File: config.mk
export PLATFORM = sky130hd
export DESIGN_NAME = img_pixel_streamer
export DESIGN_NICKNAME = d
export VERILOG_FILES = /design/src/rtl/img_pixel_streamer_pkg.sv /design/src/rtl/img_pixel_streamer.sv
export SDC_FILE = /design/constraint.sdc
export NUM_CORES = 1
export LEC_CHECK = 0
export ABC_AREA = 1
export ABC_CLOCK_PERIOD_IN_PS = 2400
export CAP_MARGIN = 5
export CORE_MARGIN = 2
export CORE_UTILIZATION = 41
export CTS_BUF_LIST = sky130_fd_sc_hd__clkbuf_4
export DETAILED_ROUTE_END_ITERATION = 10
export PLACE_DENSITY = 0.7
export SETUP_SLACK_MARGIN = 0.4
export SYNTH_ARGS = -nofsm -noshare
export SYNTH_HDL_FRONTEND = slang
export SYNTH_SLANG_ARGS = --single-unit
File: constraint.sdc
create_clock -name clk -period 2.4 [get_ports clk]
set_clock_uncertainty 0.15 [all_clocks]
set_input_delay 0.48 -clock clk [delete_from_list [all_inputs] [get_ports clk]]
set_output_delay 0.48 -clock clk [all_outputs]
set_load 0.02 [all_outputs]
File: src/rtl/img_pixel_streamer_pkg.sv
// Shared frame geometry and streamer FSM encoding. The conv1 line buffer
// imports the same geometry so both ends agree on the frame size.
package img_pixel_streamer_pkg;

  localparam int unsigned ImgWidth  = 28;
  localparam int unsigned ImgHeight = 28;

  typedef enum logic [1:0] {
    StIdle   = 2'd0,
    StFetch  = 2'd1,
    StWait   = 2'd2,
    StStream = 2'd3
  } state_e;

endpackage

File: src/rtl/img_pixel_streamer.sv
// Reads a binary image one row word at a time and emits it as a gapless 1-bit
// raster stream, prefetching the next row while the current one is shifted out.
module img_pixel_streamer
  import img_pixel_streamer_pkg::*;
#(
  parameter int unsigned WIDTH     = ImgWidth,
  parameter int unsigned HEIGHT    = ImgHeight,
  parameter int unsigned ADDR_BITS = (HEIGHT > 1) ? $clog2(HEIGHT) : 1
) (
  input  logic                 clk,
  input  logic                 rst_n,
  input  logic                 start,
  input  logic                 hold,
  output logic                 mem_rd_en,
  output logic [ADDR_BITS-1:0] mem_addr,
  input  logic [WIDTH-1:0]     mem_rd_data,
  output logic                 pixel_out,
  output logic                 valid_out,
  output logic                 busy,
  output logic                 frame_done
);

  localparam int unsigned XBits = $clog2(WIDTH);
  localparam logic [XBits-1:0]     XLast = XBits'(WIDTH - 1);
  localparam logic [XBits-1:0]     XOne  = XBits'(1);
  localparam logic [ADDR_BITS-1:0] YLast = ADDR_BITS'(HEIGHT - 1);
  localparam logic [ADDR_BITS-1:0] YOne  = ADDR_BITS'(1);

  state_e                 state_q, state_d;
  logic [XBits-1:0]       x_q, x_d;
  logic [ADDR_BITS-1:0]   y_q, y_d;
  logic [WIDTH-1:0]       cur_row_q, cur_row_d;
  logic [WIDTH-1:0]       nxt_row_q, nxt_row_d;
  logic                   pend_q, pend_d;
  logic                   rd_en_q, rd_en_d;
  logic [ADDR_BITS-1:0]   addr_q, addr_d;
  logic                   pixel_q, pixel_d;
  logic                   valid_q, valid_d;
  logic                   busy_q, busy_d;
  logic                   done_q, done_d;
  logic [WIDTH-1:0]       nxt_row_fwd;

  // With WIDTH=3 the prefetch capture lands on the same edge as the row swap,
  // so the swap must take the word straight from the memory port.
  assign nxt_row_fwd = pend_q ? mem_rd_data : nxt_row_q;

  always_comb begin
    state_d   = state_q;
    x_d       = x_q;
    y_d       = y_q;
    cur_row_d = cur_row_q;
    nxt_row_d = nxt_row_q;
    rd_en_d   = 1'b0;
    addr_d    = addr_q;
    pixel_d   = 1'b0;
    valid_d   = 1'b0;
    busy_d    = busy_q;
    done_d    = 1'b0;

    // Prefetch data arrives two edges after the read strobe is raised.
    pend_d = rd_en_q && (state_q == StStream);
    if (pend_q) begin
      nxt_row_d = mem_rd_data;
    end

    unique case (state_q)
      StIdle: begin
        if (start) begin
          state_d = StFetch;
          rd_en_d = 1'b1;
          addr_d  = '0;
          busy_d  = 1'b1;
        end
      end
      StFetch: begin
        state_d = StWait;
      end
      StWait: begin
        cur_row_d = mem_rd_data;
        x_d       = '0;
        y_d       = '0;
        state_d   = StStream;
      end
      StStream: begin
        if (!hold) begin
          valid_d = 1'b1;
          pixel_d = cur_row_q[x_q];
          if ((x_q == '0) && (y_q != YLast)) begin
            rd_en_d = 1'b1;
            addr_d  = y_q + YOne;
          end
          if (x_q == XLast) begin
            x_d = '0;
            if (y_q == YLast) begin
              done_d  = 1'b1;
              busy_d  = 1'b0;
              state_d = StIdle;
            end else begin
              y_d       = y_q + YOne;
              cur_row_d = nxt_row_fwd;
            end
          end else begin
            x_d = x_q + XOne;
          end
        end
      end
      default: state_d = StIdle;
    endcase
  end

  always_ff @(posedge clk or negedge rst_n) begin
    if (!rst_n) begin
      state_q   <= StIdle;
      x_q       <= '0;
      y_q       <= '0;
      cur_row_q <= '0;
      nxt_row_q <= '0;
      pend_q    <= 1'b0;
      rd_en_q   <= 1'b0;
      addr_q    <= '0;
      pixel_q   <= 1'b0;
      valid_q   <= 1'b0;
      busy_q    <= 1'b0;
      done_q    <= 1'b0;
    end else begin
      state_q   <= state_d;
      x_q       <= x_d;
      y_q       <= y_d;
      cur_row_q <= cur_row_d;
      nxt_row_q <= nxt_row_d;
      pend_q    <= pend_d;
      rd_en_q   <= rd_en_d;
      addr_q    <= addr_d;
      pixel_q   <= pixel_d;
      valid_q   <= valid_d;
      busy_q    <= busy_d;
      done_q    <= done_d;
    end
  end

  assign mem_rd_en  = rd_en_q;
  assign mem_addr   = addr_q;
  assign pixel_out  = pixel_q;
  assign valid_out  = valid_q;
  assign busy       = busy_q;
  assign frame_done = done_q;

endmodule

Word level (Yosys, flattened, before mapping)
Cells that the tools add are included.
{"block": "word_totals", "latchBits": 0, "regBits": 79, "rom_bits": 0, "n_memories": 0, "in_bits": 32, "output_inout_bits": 10, "ramBits": 0}
{"block": "op_classes", "shift": 0, "multipliers": 0, "n_lt_le_gt_ge": 1, "addsub": 2, "n_bitwise": 0, "eq_ne": 12, "div": 0, "reduce_logical": 11, "muxes": 40}
{"op": "two-way mux 28 bit", "count": 4}
{"op": "case mux 28 bit (2 select lines)", "count": 1}
{"op": "two-way mux 5 bit", "count": 8}
{"op": "case mux 5 bit (2 select lines)", "count": 3}
{"op": "two-way mux 1 bit", "count": 16}
{"op": "AND reduction 4 bit", "count": 3}
{"op": "adder 5 x 1 -> 5 bit (second input constant)", "count": 2}
{"op": "equality test 5 bit (second input constant)", "count": 2}
{"op": "two-way mux 2 bit", "count": 4}
{"op": "case mux 2 bit (4 select lines)", "count": 1}
{"op": "< comparator 5 x 6 -> 1 bit (second input constant)", "count": 1}
{"op": "inequality test 2 x 1 -> 1 bit (second input constant)", "count": 3}
{"op": "inequality test 2 bit (second input constant)", "count": 3}
{"op": "binary-select mux 1 bit (select 5 bit)", "count": 1}
{"op": "zero test 5 bit", "count": 1}
{"op": "inequality test 5 bit (second input constant)", "count": 1}
{"op": "AND reduction 5 bit", "count": 1}
{"op": "equality test 2 bit (second input constant)", "count": 2}
{"op": "case mux 1 bit (2 select lines)", "count": 2}
{"op": "nonzero test 2 bit", "count": 2}
{"op": "equality test 2 x 1 -> 1 bit (second input constant)", "count": 1}
{"op": "logical AND 1 bit", "count": 2}
{"op": "zero test 2 bit", "count": 1}
{"op": "AND reduction 2 bit", "count": 1}

Longest topological paths before layout
Gate-level depths: netlist of the first run.
{"block": "logic_depth", "depth_word": 5, "ltp_mapped": 11}

Worst setup path after synthesis of the first run
Ideal clock, no wire load.
{"block": "synth_timing", "path_kind": "register to register", "start": "register x_q[0]", "end": "register addr_q[0], in the netlist mem_addr[0]", "setup_time_ns": 0.131, "n_path_buf": 2, "required_time_ns": 2.119, "arrival_time_ns": 1.473, "path_stages_with_launch": 10, "slack_ns": 0.646, "path_cell_list": "dfrtp_1 buf_2 inv_1 buf_2 ha_1 nand4_1 nand2_1 nand3_1 nand2_1 o21ai_0"}
{"block": "synth_between", "elab_chain_len": 4}
{"element": "start, declared", "line_no": "img_pixel_streamer.sv:30", "source": "logic [XBits-1:0] x_q, x_d;"}
{"element": "start signal, assigned", "line_no": "img_pixel_streamer.sv:114", "source": "x_q <= '0;"}
{"element": "start signal, assigned", "line_no": "img_pixel_streamer.sv:127", "source": "x_q <= x_d;"}
{"element": "zero test 5 bit", "line_no": "img_pixel_streamer.sv:88", "source": "if ((x_q == '0) && (y_q != YLast)) begin"}
{"element": "logical AND 1 bit", "line_no": "img_pixel_streamer.sv:88"}
{"element": "inequality test 2 x 1 -> 1 bit (no source line)"}
{"element": "AND reduction 4 bit (no source line)"}
{"element": "end signal, assigned", "line_no": "img_pixel_streamer.sv:133", "source": "addr_q <= addr_d;"}
{"element": "end, declared", "line_no": "img_pixel_streamer.sv:36", "source": "logic [ADDR_BITS-1:0] addr_q, addr_d;"}
Every way passes these cells.
A chain may end at the register's enable or synchronous reset.

Final worst setup path of the first run
{"block": "layout_timing", "start": "register state_q[0]", "end": "register x_q[2]"}
{"block": "layout_between", "elab_chain_len": 3, "word_cells_on_any_way": 6}
{"element": "start, declared", "line_no": "img_pixel_streamer.sv:29", "source": "state_e state_q, state_d;"}
{"element": "start signal, assigned", "line_no": "img_pixel_streamer.sv:113", "source": "state_q <= StIdle;"}
{"element": "start signal, assigned", "line_no": "img_pixel_streamer.sv:126", "source": "state_q <= state_d;"}
{"element": "equality test 2 bit", "line_no": "img_pixel_streamer.sv:66", "source": "unique case (state_q)"}
{"element": "inequality test 2 bit (no source line) or nonzero test 2 bit (tied branches)"}
{"element": "AND reduction 2 bit (no source line)"}
Several ways; a longest one is shown, not always the timed one.

==> flow_metrics.env, run 1 <==
export IMPL_wirelength_um=8310
export IMPL_htreeDepth=3
export IMPL_antenna_found_initial=0
export IMPL_io_buffers=41
export IMPL_root_buffer="clkbuf_4"
export IMPL_die_area_um2=10700
export IMPL_clockBufferDepth=2
export IMPL_tritoncts="built"
export IMPL_crit_type="flip-flop to flip-flop"
export IMPL_avgSynthCellArea_um2=8.73
export IMPL_rsz0062_at_grt="false"
export IMPL_num_vias=3135
export IMPL_fin_tns_setup_ps=0
export IMPL_synth_distinct_cells=35
export IMPL_synthCells=464
export IMPL_critPathCaptureType="flip-flop"
export IMPL_ys_seq_area_share_pct=48.8
export IMPL_vdd_drop_max_v=0.000383
export IMPL_fin_cells=649
export IMPL_cts_made_buffers=9
export IMPL_cts_sinks=79
export IMPL_fin_area_um2=4860
export IMPL_fmax_mhz=529
export IMPL_gr_usage_all_layers_pct=17.1
export IMPL_syn2layout_area_growth_pct=20.0
export IMPL_grt_max_degree=80
export IMPL_drive_gt1_share_pct=17.6
export IMPL_num_io_pins=42
export IMPL_status="finished clean"
export IMPL_cp_max_fo=22
export IMPL_grt_pass1_vias=3107
export IMPL_setup_viol=0
export IMPL_yosysWarnings=0
export IMPL_seqCellArea_um2=1980
export IMPL_fin_util_pct=50.2
export IMPL_die_w_um=103
export IMPL_p_per_area_nw_per_um2=940
export IMPL_leakage_nw=2.27
export IMPL_cp_start_kind="flip-flop"
export IMPL_grt_overflow=0
export IMPL_multi_input_area_um2=1670
export IMPL_grt_pass1_wl_um=14200
export IMPL_die_y_um=103
export IMPL_diodes=0
export IMPL_hold_viol=0
export IMPL_first_pass_iters=5
export IMPL_place_gp_congestion=0.852
export IMPL_maxCapViolCount=0
export IMPL_viasPerCell=4.83
export IMPL_clk_pin_slew_worst_paths_ps=130
export IMPL_initial_core_util_pct=41.8
export IMPL_post_route_min_period_ps=1890
export IMPL_dp_cells=627
export IMPL_syn_area_um2=4050
export IMPL_n_fill_cell=948
export IMPL_drt_iter0_drc=139
export IMPL_dp_worst_setup_slack_ps=152
export IMPL_slew_headroom_pct=71.9
export IMPL_nets=550
export IMPL_placed_cell_area_um2=4580
export IMPL_hold_path_cell_count=2
export IMPL_ys_ff_latch=79
export IMPL_synth_nets=503
export IMPL_final_max_slew_violation_count=0
export IMPL_dp_final_hpwl_um=5680
export IMPL_min_path_type="flip-flop to flip-flop"
export IMPL_core_area_um2=9680
export IMPL_required_ps=2570
export IMPL_drtAntennaViolNets=0
export IMPL_worst_pin_slew_ps=422
export IMPL_period_share_pct=78.8
export IMPL_r2r_cells=9
export IMPL_clk_insertion_delay_late_ps=440
export IMPL_finalWorstSetupSlack_ps=509
export IMPL_arrival_ps=2070
export IMPL_drc=0
export IMPL_rows=36
export IMPL_drt_wirelength_per_cell_um=12.8
==> cell families (layout without fill, tap and decap cells) <==
group / after synthesis / in the layout / share of synthesized area, %
and+or+nand+nor: 168 / 168 / 17.1
AOI/OAI and AO/OA: 111 / 111 / 20.2
buffers and inverters: 96 / 148 / 10.9
DFF: 79 / 79 / 48.8
adders and majority gates: 7 / 7 / 2.16
muxes: 2 / 2 / 0.556
xor gates and xnor gates: 1 / 1 / 0.216
==> final cells by class <==
class                      count  share of cell area (%)
inverter                      73                    5.97
timing repair inverter         1                   0.180
multi-input combinational    289                    34.4
timing repair buffer          58                    11.9
clock inverter                 7                    2.01
tap                          133                    3.42
sequential                    79                    40.7
clock buffer                   9                    1.39
==> synth_stat cells, drive strengths merged <==
master  count  share of area (%)
nand2      99                9.6
dfrtp      79                 49
inv        72                6.8
o21ai      45                7.7
nor2       42                4.1
a21oi      34                4.2
o211ai     27                7.5
nand3      21                2.6
buf        15                3.1
clkbuf      8               0.96
ha          7                2.2
nor3        4               0.49
a31oi       3               0.46
mux2        2               0.56
a21boi      1               0.19
clkinv      1              0.093
nand4       1               0.15
o21a        1               0.19
or2         1               0.15
xor2        1               0.22
==> placed cells by master (no fill, tap or decap), types with 9 or more instances in the layout <==
cell type	instances
nand2_1	94
clkbuf_4	9
a21oi_1	34
o21ai_0	23
o21ai_2	20
clkdlybuf4s50_1	30
dfrtp_1	79
nand3_1	19
inv_1	69
dlygate4sd2_1	10
buf_4	13
nor2_1	40
o211ai_2	20
==> report_power, final <==
group          switching [mW]  internal [mW]  leakage (nW)
combinational           0.963          0.637          1.27
clock                   0.486          0.423        0.0821
sequential              0.202           1.86         0.924
==> registers in the layout, summed over array words and instances (netlist names) <==
signal      cells
busy            1
mem_rd_en       1
mem_addr        5
cur_row_q      28
state_q         2
frame_done      1
pend_q          1
nxt_row_q      28
x_q             5
valid_out       1
y_q             5
pixel_out       1
==> per-layer routing <==
| metal | routed length, um | up-vias | GRT usage, % |
|---|---|---|---|
| li1 | - | 1595 | - |
| met1 | 4040 | 1482 | 23.3 |
| met2 | 3900 | 51 | 26.9 |
| met3 | 298 | 7 | 4.70 |
| met4 | 74 | 0 | 4.76 |
| met5 | 0 | - | 0 |
==> through the flow <==
stage	hold slack (ps)	total power, mW
CTS	354	4.60
global placement	321	3.63
finish	348	4.57
detailed placement	327	3.70
global route	400	4.96
floorplan	34.4	3.23
==> what timing repair did <==
action,in CTS,in global routing
buffers inserted,0,3
endpoints found under the setup margin,33,25
pin swaps,0,2
gates resized for setup,16,9
hold endpoints to repair,79,0
hold buffers,1,0
cloned,1,1
==> final timing paths <==
path / slack, ps / end / startpoint
min in group asynchronous: 450 / cur_row_q[6]$_DFFE_PN0P_ / rst_n
max in group asynchronous: 1330 / cur_row_q[18]$_DFFE_PN0P_ / rst_n
worst min-delay path: 350 / mem_addr[3]$_DFFE_PN0P_ / mem_addr[3]$_DFFE_PN0P_
worst min register to register: 350 / mem_addr[3]$_DFFE_PN0P_ / mem_addr[3]$_DFFE_PN0P_
worst max-delay path: 510 / x_q[2]$_DFFE_PN0P_ / state_q[0]$_DFFE_PN0P_
worst max register to register: 510 / x_q[2]$_DFFE_PN0P_ / state_q[0]$_DFFE_PN0P_
==> worst max-delay path, cell delays in order (launching register included) <==
cell	delay, ps
dfrtp_1	460
ha_4	220
inv_2	70
buf_6	210
nor2_4	60
inv_1	120
nand2_2	120
nand2_1	120
xor2_1	200
nor2_1	60
No activity file was read; power rests on OpenSTA's default activity.
==> run 2: changes to the inputs <==
- ABC_CLOCK_PERIOD_IN_PS: 2400 -> 1800
- clock period: 2.4 -> 1.8 ns (I/O delays scaled with it)
==> run 2 against run 1 <==
  * First-iteration DRC count is the same
  * Highest routed layer unchanged
  * Largest power group unchanged
  * Cell count grew 5.1%
  * Maximum frequency grew 6.2%
==> flow_metrics.env, run 2 (synthesized netlist as in run 1, its figures left out) <==
export IMPL_status="finished clean"
export IMPL_fin_util_pct=55.9
export IMPL_drc=0
export IMPL_die_w_um=103
export IMPL_viasPerCell=4.87
export IMPL_io_buffers=41
export IMPL_die_y_um=103
export IMPL_clk_insertion_delay_late_ps=430
export IMPL_htreeDepth=3
export IMPL_n_fill_cell=861
export IMPL_die_area_um2=10700
export IMPL_clockBufferDepth=2
export IMPL_r2r_start="x_q[0]$_DFFE_PN0P_"
export IMPL_rows=36
export IMPL_final_cell_mix="nand2_1, dfrtp_1, inv_1"
export IMPL_power_mw=6.30
export IMPL_antenna_found_initial=0
export IMPL_setup_viol=0
export IMPL_dp_final_hpwl_um=5850
export IMPL_required_ps=2020
export IMPL_maxCapViolCount=0
export IMPL_period_share_pct=98.9
export IMPL_rrSetupSlack_ps=20
export IMPL_core_area_um2=9680
export IMPL_initial_core_util_pct=41.8
export IMPL_fmax_mhz=561
export IMPL_drt_iter0_drc=139
export IMPL_grt_max_degree=38
export IMPL_worst_pin_slew_ps=333
export IMPL_leakage_nw=2.49
export IMPL_crit_type="flip-flop to flip-flop"
export IMPL_wirelength_um=9170
export IMPL_final_max_slew_violation_count=0
export IMPL_slew_headroom_pct=77.7
export IMPL_diodes=0
export IMPL_post_route_min_period_ps=1780
export IMPL_finalWorstSetupSlack_ps=18.9
export IMPL_grt_overflow=0
export IMPL_cts_made_buffers=9
export IMPL_cp_max_fo=6
export IMPL_hold_ws_ps=186
export IMPL_cts_sinks=79
export IMPL_grt_pass1_vias=3377
export IMPL_cp_start_kind="flip-flop"
export IMPL_layout_commonest_cell="nand2_1"
export IMPL_drtAntennaViolNets=0
export IMPL_r2r_cells=11
export IMPL_num_io_pins=42
export IMPL_critPathCaptureType="flip-flop"
export IMPL_first_pass_iters=4
export IMPL_reg_largest_list="cur_row_q (28), nxt_row_q (28)"
export IMPL_rsz0062_at_grt="true"
export IMPL_syn2layout_area_growth_pct=33.8
export IMPL_vdd_drop_max_v=0.000620
export IMPL_nets=583
export IMPL_min_path_type="input pin to async pin"
export IMPL_multi_input_area_um2=1830
export IMPL_hold_viol=0
export IMPL_drive_gt1_share_pct=29.7
export IMPL_r2r_end="cur_row_q[8]$_DFFE_PN0P_"
export IMPL_root_buffer="clkbuf_4"
export IMPL_dp_worst_setup_slack_ps=-67.0
export IMPL_tritoncts="built"
export IMPL_arrival_ps=2010
export IMPL_clk_pin_slew_worst_paths_ps=130
export IMPL_drt_wirelength_per_cell_um=13.4
export IMPL_p_per_area_nw_per_um2=1160
export IMPL_gr_usage_all_layers_pct=18.2
export IMPL_seqCellArea_um2=1980
export IMPL_num_vias=3320
export IMPL_place_gp_congestion=0.864
export IMPL_grt_pass1_wl_um=15200
## run 2: what timing repair did
action,CTS,global route
gates resized for setup,86,50
endpoints found under the setup margin,59,59
setup buffers,9,9
gates cloned,2,5
pin swaps,2,6
endpoints found under the hold margin,58,0
hold buffers,1,0
## run 2: final cells by class
| type | count | area share [%] |
|---|---|---|
| clock buffer | 10 | 1.39 |
| clock inverter | 6 | 1.13 |
| inverter | 73 | 5.47 |
| multi-input combinational | 290 | 33.7 |
| sequential | 79 | 36.5 |
| tap | 133 | 3.07 |
| timing repair buffer | 90 | 18.5 |
| timing repair inverter | 1 | 0.162 |
## run 2: worst max path at each step
stage	start	endpoint	slack, ps
floorplan	x_q[0]$_DFFE_PN0P_	cur_row_q[18]$_DFFE_PN0P_	150
global placement	hold	cur_row_q[3]$_DFFE_PN0P_	-20
detailed placement	hold	cur_row_q[3]$_DFFE_PN0P_	-70
CTS	x_q[1]$_DFFE_PN0P_	cur_row_q[5]$_DFFE_PN0P_	50
global route	y_q[2]$_DFFE_PN0P_	cur_row_q[12]$_DFFE_PN0P_	-70
finish	x_q[0]$_DFFE_PN0P_	cur_row_q[8]$_DFFE_PN0P_	20
## run 2: per-stage QoR
stage               TNS (ps)  std cells  area (um^2)
finish                     0        682         5420
global route           -1200        682         5420
CTS                        0        668         5100
detailed placement      -894        640         4720
global placement       -81.1        640         4720
floorplan                  0        464         4090
## run 2: worst max-delay path, stage by stage, from the launching register on
cell and delay (ps):
dfrtp_1 380, ha_2 200, nand2_2 70, nor2_4 120, nand2_4 70, o21ai_4 160
nand2_4 120, clkinv_8 90, buf_12 120, buf_12 110, o211ai_2 70, o21ai_2 60
## run 2: report_power, final
| part | total (mW) | switching, mW | leakage (nW) | internal (mW) |
|---|---|---|---|---|
| combinational | 2.49 | 1.44 | 1.49 | 1.06 |
| clock | 1.07 | 0.637 | 0.0761 | 0.434 |
| sequential | 2.74 | 0.258 | 0.924 | 2.48 |
## run 2: layer usage
metal	routed length, um	up-vias	track usage (%)
li1	-	1658	-
met1	4110	1577	23.4
met2	4510	68	30.6
met3	421	17	3.43
met4	133	0	6.68
met5	0	-	0
